==> src/rtl/afe_inj_pulser_pkg.sv <==
// Shared definitions for the AFE injection pulser: FSM state encoding and default widths.
package afe_inj_pulser_pkg;

  localparam int DEF_CNT_W = 16;
  localparam int DEF_NUM_W = 8;

  typedef enum logic [1:0] {
    ST_IDLE = 2'd0,
    ST_DLY  = 2'd1,
    ST_HIGH = 2'd2,
    ST_LOW  = 2'd3
  } state_t;

endpackage

==> src/rtl/afe_phase_counter.sv <==
// Loadable down-counter timing the DLY/HIGH/LOW phases; o_tc flags the last cycle of a phase.
module afe_phase_counter
  import afe_inj_pulser_pkg::*;
#(
  parameter int CNT_W = DEF_CNT_W
) (
  input  logic             i_clk,
  input  logic             i_rst_b,
  input  logic             i_load,
  input  logic             i_en,
  input  logic [CNT_W-1:0] i_load_val,
  output logic             o_tc
);

  logic [CNT_W-1:0] r_count;

  // Load phase length minus one on a state change, otherwise count down to zero and hold.
  always_ff @(posedge i_clk) begin
    if (!i_rst_b) begin
      r_count <= '0;
    end else if (i_load) begin
      r_count <= i_load_val;
    end else if (i_en && (r_count != '0)) begin
      r_count <= r_count - CNT_W'(1);
    end
  end

  assign o_tc = (r_count == '0);

endmodule

==> src/rtl/afe_inj_pulser.sv <==
// Programmable injection-pulse burst generator driving the AFE CPLD INJ_IN input.
module afe_inj_pulser
  import afe_inj_pulser_pkg::*;
#(
  parameter int CNT_W = DEF_CNT_W,
  parameter int NUM_W = DEF_NUM_W
) (
  input  logic             CLK,
  input  logic             RST_B,
  input  logic             START,
  input  logic             ABORT,
  input  logic [CNT_W-1:0] DELAY,
  input  logic [CNT_W-1:0] WIDTH,
  input  logic [CNT_W-1:0] PERIOD,
  input  logic [NUM_W-1:0] NUM_PULSES,
  output logic             INJ_OUT,
  output logic             BUSY,
  output logic             DONE,
  output logic [NUM_W-1:0] PULSE_CNT
);

  state_t           r_state;
  state_t           w_state_next;
  logic [CNT_W-1:0] r_delay;
  logic [CNT_W-1:0] r_width;
  logic [CNT_W-1:0] r_period;
  logic [NUM_W-1:0] r_num;
  logic [NUM_W-1:0] r_pulse_cnt;
  logic [NUM_W-1:0] w_cnt_base;
  logic             r_inj;
  logic             r_busy;
  logic             r_done;
  logic             w_done_next;
  logic             w_start_ok;
  logic             w_tc;
  logic             w_load;
  logic [CNT_W-1:0] w_load_val;
  logic [CNT_W-1:0] w_delay_sel;
  logic [CNT_W-1:0] w_width_sel;
  logic [CNT_W-1:0] w_period_sel;
  logic [CNT_W-1:0] w_high_len;
  logic [CNT_W-1:0] w_high_m1;
  logic [CNT_W-1:0] w_low_m1;
  logic [CNT_W-1:0] w_dly_m1;

  assign w_start_ok = (r_state == ST_IDLE) && START && !ABORT;

  // While idle the phase lengths come straight from the inputs being latched this edge.
  assign w_delay_sel  = (r_state == ST_IDLE) ? DELAY  : r_delay;
  assign w_width_sel  = (r_state == ST_IDLE) ? WIDTH  : r_width;
  assign w_period_sel = (r_state == ST_IDLE) ? PERIOD : r_period;

  // high_len = max(WIDTH,1); low_len = max(PERIOD-high_len,1), compared before subtracting.
  assign w_high_len = (w_width_sel == '0) ? CNT_W'(1) : w_width_sel;
  assign w_high_m1  = w_high_len - CNT_W'(1);
  assign w_low_m1   = (w_period_sel > w_high_len) ? (w_period_sel - w_high_len - CNT_W'(1)) : '0;
  assign w_dly_m1   = (w_delay_sel == '0) ? '0 : (w_delay_sel - CNT_W'(1));

  // Next-state and done-strobe decode; ABORT takes priority in every active state.
  always_comb begin
    w_state_next = r_state;
    w_done_next  = 1'b0;
    case (r_state)
      ST_IDLE: begin
        if (w_start_ok) w_state_next = (DELAY != '0) ? ST_DLY : ST_HIGH;
      end
      ST_DLY: begin
        if (ABORT)     w_state_next = ST_IDLE;
        else if (w_tc) w_state_next = ST_HIGH;
      end
      ST_HIGH: begin
        if (ABORT)     w_state_next = ST_IDLE;
        else if (w_tc) w_state_next = ST_LOW;
      end
      ST_LOW: begin
        if (ABORT) begin
          w_state_next = ST_IDLE;
        end else if (w_tc) begin
          if ((r_num == '0) || (r_pulse_cnt < r_num)) begin
            w_state_next = ST_HIGH;
          end else begin
            w_state_next = ST_IDLE;
            w_done_next  = 1'b1;
          end
        end
      end
      default: w_state_next = ST_IDLE;
    endcase
  end

  // Phase counter reload value follows the state being entered.
  always_comb begin
    w_load_val = '0;
    case (w_state_next)
      ST_DLY:  w_load_val = w_dly_m1;
      ST_HIGH: w_load_val = w_high_m1;
      ST_LOW:  w_load_val = w_low_m1;
      default: w_load_val = '0;
    endcase
  end

  assign w_load = (w_state_next != r_state);

  afe_phase_counter #(.CNT_W(CNT_W)) u_phase (
    .i_clk      (CLK),
    .i_rst_b    (RST_B),
    .i_load     (w_load),
    .i_en       (r_state != ST_IDLE),
    .i_load_val (w_load_val),
    .o_tc       (w_tc)
  );

  // FSM state register.
  always_ff @(posedge CLK) begin
    if (!RST_B) r_state <= ST_IDLE;
    else        r_state <= w_state_next;
  end

  // Burst settings are captured only when a START is accepted.
  always_ff @(posedge CLK) begin
    if (!RST_B) begin
      r_delay  <= '0;
      r_width  <= '0;
      r_period <= '0;
      r_num    <= '0;
    end else if (w_start_ok) begin
      r_delay  <= DELAY;
      r_width  <= WIDTH;
      r_period <= PERIOD;
      r_num    <= NUM_PULSES;
    end
  end

  assign w_cnt_base = w_start_ok ? '0 : r_pulse_cnt;

  // Count each entry into HIGH, saturating at all-ones; accepted START clears first.
  always_ff @(posedge CLK) begin
    if (!RST_B) begin
      r_pulse_cnt <= '0;
    end else if ((w_state_next == ST_HIGH) && (r_state != ST_HIGH)) begin
      r_pulse_cnt <= (w_cnt_base == '1) ? w_cnt_base : (w_cnt_base + NUM_W'(1));
    end else begin
      r_pulse_cnt <= w_cnt_base;
    end
  end

  // Output flops decoded from the next state so INJ_OUT/BUSY/DONE are clean registers.
  always_ff @(posedge CLK) begin
    if (!RST_B) begin
      r_inj  <= 1'b0;
      r_busy <= 1'b0;
      r_done <= 1'b0;
    end else begin
      r_inj  <= (w_state_next == ST_HIGH);
      r_busy <= (w_state_next != ST_IDLE);
      r_done <= w_done_next;
    end
  end

  assign INJ_OUT   = r_inj;
  assign BUSY      = r_busy;
  assign DONE      = r_done;
  assign PULSE_CNT = r_pulse_cnt;

endmodule

==> config.mk <==
export PLATFORM = sky130hd
export DESIGN_NAME = afe_inj_pulser
export DESIGN_NICKNAME = d
export VERILOG_FILES = /design/src/rtl/afe_inj_pulser_pkg.sv /design/src/rtl/afe_phase_counter.sv /design/src/rtl/afe_inj_pulser.sv
export SDC_FILE = /design/constraint.sdc
export NUM_CORES = 1
export LEC_CHECK = 0
export BUFFER_PORTS_ARGS = -buffer_cell sky130_fd_sc_hd__buf_2
export CAP_MARGIN = 15
export CORE_UTILIZATION = 60
export DETAILED_ROUTE_END_ITERATION = 12
export PLACE_DENSITY = 0.81
export SLEW_MARGIN = 0
export SYNTH_ARGS = -nofsm -noshare
export SYNTH_HDL_FRONTEND = slang
export SYNTH_HIERARCHICAL = 1
export SYNTH_SLANG_ARGS = --single-unit
==> constraint.sdc <==
create_clock -name CLK -period 4.53 [get_ports CLK]
set_input_delay 0.2265 -clock CLK [delete_from_list [all_inputs] [get_ports CLK]]
set_output_delay 0.2265 -clock CLK [all_outputs]
set_load 0.1 [all_outputs]
== Word-level counts from Yosys, hierarchy flattened ==
Cells that the tools add are included.

* Output and inout port bits: 11
* Input bits: 60
* Flip-flop bits (word level): 85
* Word-level logic and storage cells: 70

* Reductions and logical operators: 17
* Eq/ne operators: 9
* Add/subtract/negate cells: 6
* Order comparisons: 2
* Mux-type cells: 23
* Bitwise gates (word level): 3

{| class="wikitable"
|+ Operators by type and width
! cell !! count
|-
| 16-bit 2-to-1 mux || 8
|-
| 16-bit by 1-bit subtractor with 16-bit output (second input constant) || 4
|-
| 16-bit logical NOT || 3
|-
| 16-bit one-hot mux with 3 select lines || 1
|-
| 16-bit nonzero test || 2
|-
| 8-bit 2-to-1 mux || 3
|-
| 2-bit 2-to-1 mux || 9
|-
| 16-bit > comparator || 1
|-
| 16-bit subtractor || 1
|-
| 8-bit by 1-bit adder with 8-bit output (second input constant) || 1
|-
| 2-bit == test (second input constant) || 4
|-
| 8-bit == test (second input constant) || 1
|-
| 8-bit logical NOT || 1
|-
| 8-bit < comparator || 1
|-
| 2-bit one-hot mux with 4 select lines || 1
|-
| 2-bit nonzero test || 3
|-
| 2-bit by 1-bit == test with 1-bit output (second input constant) || 2
|-
| 1-bit logical AND || 4
|-
| 4-bit OR reduction || 1
|-
| 1-bit inverter || 3
|-
| 2-bit logical NOT || 1
|-
| 2-bit != test || 1
|-
| 2-bit != test (second input constant) || 1
|-
| 1-bit logical NOT || 1
|-
| other kinds (2) || 2
|}

== Depth between registers and ports, before layout ==
* Depth after elaboration: 9
* Gate-level depth with buffers: 21
* Mapped depth without buffers: 16

== Cells and area by module ==
The synthesis kept the hierarchy.

{| class="wikitable"
|+ Modules (own cells, without submodules)
! module !! area an instance (sq um) !! cells an instance !! instances
|-
| afe_inj_pulser || 5407.7 || 754 || 1
|-
| afe_phase_counter || 977.2 || 123 || 1
|}

== Least setup slack after synthesis ==
Ideal clock, no wire load.

* Path kind: register -> register
* Start point: register r_state[0]
* End point: register u_phase.r_count[0]
* Slack: 497 ps
* Period minus slack after synthesis: 4033 ps
* Library setup time: 91 ps
* Stages on the path, launching flop included: 22
* Arrival: 3942 ps
* Data required time: 4439 ps
* Path buffers: 8
* Path through: dfxtp_1 > buf_6 > nor2_8 > buf_2 > buf_2 > buf_2 > buf_2 > clkbuf_1 > nand2_1 > nand2_1 > ha_1 > clkbuf_1 > nand4_1 > nor4_1 > a21boi_0 > nor4bb_1 > a2111oi_2 > buf_2 > a222oi_1 > nor2_1 > nor2_1 > a311oi_1

* Word-level cells in the longest chain between the ends: 9
* Elaborated cells on any way between the ends: 36

{| class="wikitable"
|+ Ends and longest elaborated chain
! element !! line !! text
|-
| start, declared || afe_inj_pulser.sv:22 || <nowiki>state_t r_state;</nowiki>
|-
| start signal, assigned || afe_inj_pulser.sv:116 || <nowiki>else r_state <= w_state_next;</nowiki>
|-
| 2-bit logical NOT || - ||
|-
| 16-bit 2-to-1 mux || afe_inj_pulser.sv:50 || <nowiki>assign w_width_sel = (r_state == ST_IDLE) ? WIDTH : r_width;</nowiki>
|-
| 16-bit logical NOT || afe_inj_pulser.sv:54 || <nowiki>assign w_high_len = (w_width_sel == '0) ? CNT_W'(1) : w_width_sel;</nowiki>
|-
| 16-bit 2-to-1 mux || afe_inj_pulser.sv:54 ||
|-
| 16-bit subtractor || afe_inj_pulser.sv:56 || <nowiki>assign w_low_m1 = (w_period_sel > w_high_len) ? (w_period_sel - w_high_len - CNT_W'(1)) : '0;</nowiki>
|-
| 16-bit by 1-bit subtractor with 16-bit output || afe_inj_pulser.sv:56 ||
|-
| 16-bit 2-to-1 mux || afe_inj_pulser.sv:56 ||
|-
| 16-bit one-hot mux with 3 select lines (*) || afe_inj_pulser.sv:94 || <nowiki>case (w_state_next)</nowiki>
|-
| via w_load_val[0] || afe_inj_pulser.sv:37 || <nowiki>logic [CNT_W-1:0] w_load_val;</nowiki>
|-
| 16-bit 2-to-1 mux (*) || afe_phase_counter.sv:21 || <nowiki>end else if (i_load) begin</nowiki>
|-
| end signal, assigned || afe_phase_counter.sv:22 || <nowiki>r_count <= i_load_val;</nowiki>
|-
| end signal, assigned || afe_phase_counter.sv:24 || <nowiki>r_count <= r_count - CNT_W'(1);</nowiki>
|-
| end, declared || afe_phase_counter.sv:15 || <nowiki>logic [CNT_W-1:0] r_count;</nowiki>
|}

The timed path passes the listed nets; every way through them passes the cells marked *.
A chain may end at the register's enable or synchronous reset.

== Worst setup path in the final report ==
* Start point: register r_state[0]
* End point: register u_phase.r_count[10]

Same word-level chain as after synthesis.

==> results.cfg <==
[sta]
setup_violations = 0
slew_viol_final = 0
slew_headroom_pct = 24.2
timing.hold.ws_ps = 76.0
tightest_slew_ps = 1140
final.period_utilization_pct = 92.7
fin_crit_ps = 4200
finClkSkew_ps = 11.2
fmax_mhz = 238
final_hold_viol_count = 0
final.setup.worst_slack_ps = 329

[route]
drcViolationCount = 0
vias = 6804
wl_per_cell_um = 18.2
firstDrtPassIters = 5
routed_wl_um = 19400
drt-initial-drc-count = 802
ant_nets = 0
vias_per_cell = 6.39

[floorplanning]
rows = 37
die_w_um = 105
fp.coreArea_um2 = 10300
die_y_um = 105
num_io_pins = 71
die-area_um2 = 11100
start_util_pct = 61.8

[cts]
clockBufferDepth = 2
clk_transition_reported_paths_ps = 90
clk_latency_ps = 380
cts_root_buf = clkbuf_8
cts_hold_buf = 0
clock-sinks = 85
cts_tree = done
post-cts-setup-buffers = 0
numCtsBuffers = 9
htreeDepth = 3

[setup_path]
cp_num_buf_inv = 1
arrival_ps = 4460
max_stage_delay_ps = 450
cp.depth = 16
crit_top_cell = a21oi_1
worst-setup-path-type = flop to flop
end_kind = flop
path_max_fanout = 26
cp_cell_sequence = nor2_8, inv_2, or3_1, a21oi_1, a31oi_1, ha_1, fa_1, a21o_1, a21oi_1, o21ai_0, a21o_1, a21oi_1, xor2_1, o221ai_1, o21ai_0, a31oi_1
crit_family = compound AO/OA/AOI/OAI gates
rr_worst_depth = 16
cp_slowest_cell = dfxtp_1
startpoint_type = flop
crit_required_ps = 4790

[yosys]
synth_xor_xnor_area_share_pct = 5.21
yosys.area_share.adder_pct = 6.00
synthFlopType = dfxtp_1
synth_compound_area_share_pct = 22.5
synth_nets = 967
synth_warnings = 6
ys_ff_latch = 85
synthCells = 877
synth_edf_count = 0
synth_top_family_by_area = simple AND/OR/NAND/NOR gates
seq_area_frac_synth_pct = 26.7
syn_area_um2 = 6380
syn_avg_cell_area_um2 = 7.28
synthTopCellsByArea = dfxtp_1, nand2_1, a21oi_1
ys_async_sr_fraction_pct = 0
yosysTopAreaCell = dfxtp_1
ys_types = 77
synth_top_area_share_pct = 26.7
synth-simple-area-share_pct = 29.3
muxShareOfSynthArea_pct = 5.51

[pwr]
powerDensity_nw_per_um2 = 290
vdd_drop_max_v = 0.000233
power.leakage_nw = 2.89

[placement]
place_ws_ps = 290
hpwl_um = 14500
gp_congestion = 0.942
io_buffers = 70

[global_route]
antenna_found_initial = 0
globalRouteOverflowTotal = 0
grt_pass1_vias = 6362
grt_max_degree = 67
grt_pass1_wl_um = 31200
track_usage_pct = 35.8

[cells_and_area]
area_delta_synth_final_pct = 9.46
nets = 1014
drive_gt1_share_pct = 13.6
diodes = 0
layout_common_cells = nand2_1, a21oi_1, dfxtp_1, buf_2, nor2_1
mostFrequentLayoutCell = nand2_1

[flow_run]
cap_violations = 0

[hold_path]
whs_path_depth = 3
hp-class = input port to flop

[outcome]
status = finished clean
==> metal layers <==
metal	vias up	part of all wire, %	wire, µm	GRT usage (%)
li1	3265	-	-	-
met3	47	6.2	1210	5.93
met5	-	0	0	0
met4	0	3.0	591	14.9
met2	278	48	9240	60.0
met1	3214	43	8380	45.3
==> logic make-up after synthesis <==
family,count (synthesis)
and+or+nand+nor,389
AOI/OAI and AO/OA,227
DFF,85
buffers and inverters,73
xor gates and xnor gates,38
muxes,35
adders and majority gates,30
==> registers in the layout (all words and copies together), names as in the netlist <==
signal           count
r_delay             16
DONE                 1
r_period            16
r_num                8
INJ_OUT              1
u_phase/r_count     16
PULSE_CNT            8
r_state              2
r_width             16
BUSY                 1
==> cell usage after synthesis, types with 23 or more instances <==
master,number
nand2_1,200
a21oi_1,99
dfxtp_1,85
nor2_1,42
o21ai_0,36
mux2i_1,34
clkbuf_1,33
ha_1,29
nor3_1,27
nand3_1,24
inv_1,23
==> power breakdown <==
part	internal, W	switching, W
clock	0.000233	0.000299
combinational	0.000243	0.000416
sequential	0.000790	0.0000444
==> path summary, 6_finish.rpt <==
check,start,to,slack (ps)
worst max-delay path,r_state[0],u_phase/r_count[10],330
worst min-delay path,NUM_PULSES[0],r_num[0],80
worst max register to register,r_state[0],u_phase/r_count[10],330
worst min register to register,r_period[14],r_period[14],460
==> stage by stage <==
step | total power, W | instances | setup TNS, ps | util, % | area (µm²)
2_1_floorplan | 0.00130 | 877 | 0 | - | 6380
3_3_place_gp | 0.00147 | 1049 | 0 | 65.8 | 6800
3_5_place_dp | 0.00149 | 1049 | 0 | 65.8 | 6800
4_1_cts | 0.00202 | 1065 | 0 | 67.6 | 6980
5_1_grt | 0.00212 | 1065 | -0.689 | 67.7 | 6990
6_report | 0.00203 | 1065 | 0 | 67.7 | 6990
==> area by class of cell <==
| class | instances | area (µm²) |
|---|---|---|
| flip-flops and latches | 85 | 1700 |
| clock buffers | 12 | 155 |
| repair buffers | 84 | 455 |
| multi-input cells | 719 | 4380 |
| fillers | 915 | 3330 |
| inverters | 25 | 97.6 |
| well taps | 136 | 170 |
| clock inverters | 4 | 31.3 |
==> repair_timing <==
| item | 4_1_cts | 5_1_grt |
|---|---|---|
| hold endpoints to repair | 0 | 0 |
| endpoints found under the setup margin | 0 | 15 |
| resized for setup | 0 | 2 |
==> tightest hold or removal path, cell delays in order <==
cell,delay (ps)
buf_2,100
nand2_1,50
a21oi_1,50
No activity file was read; power rests on OpenSTA's default activity.
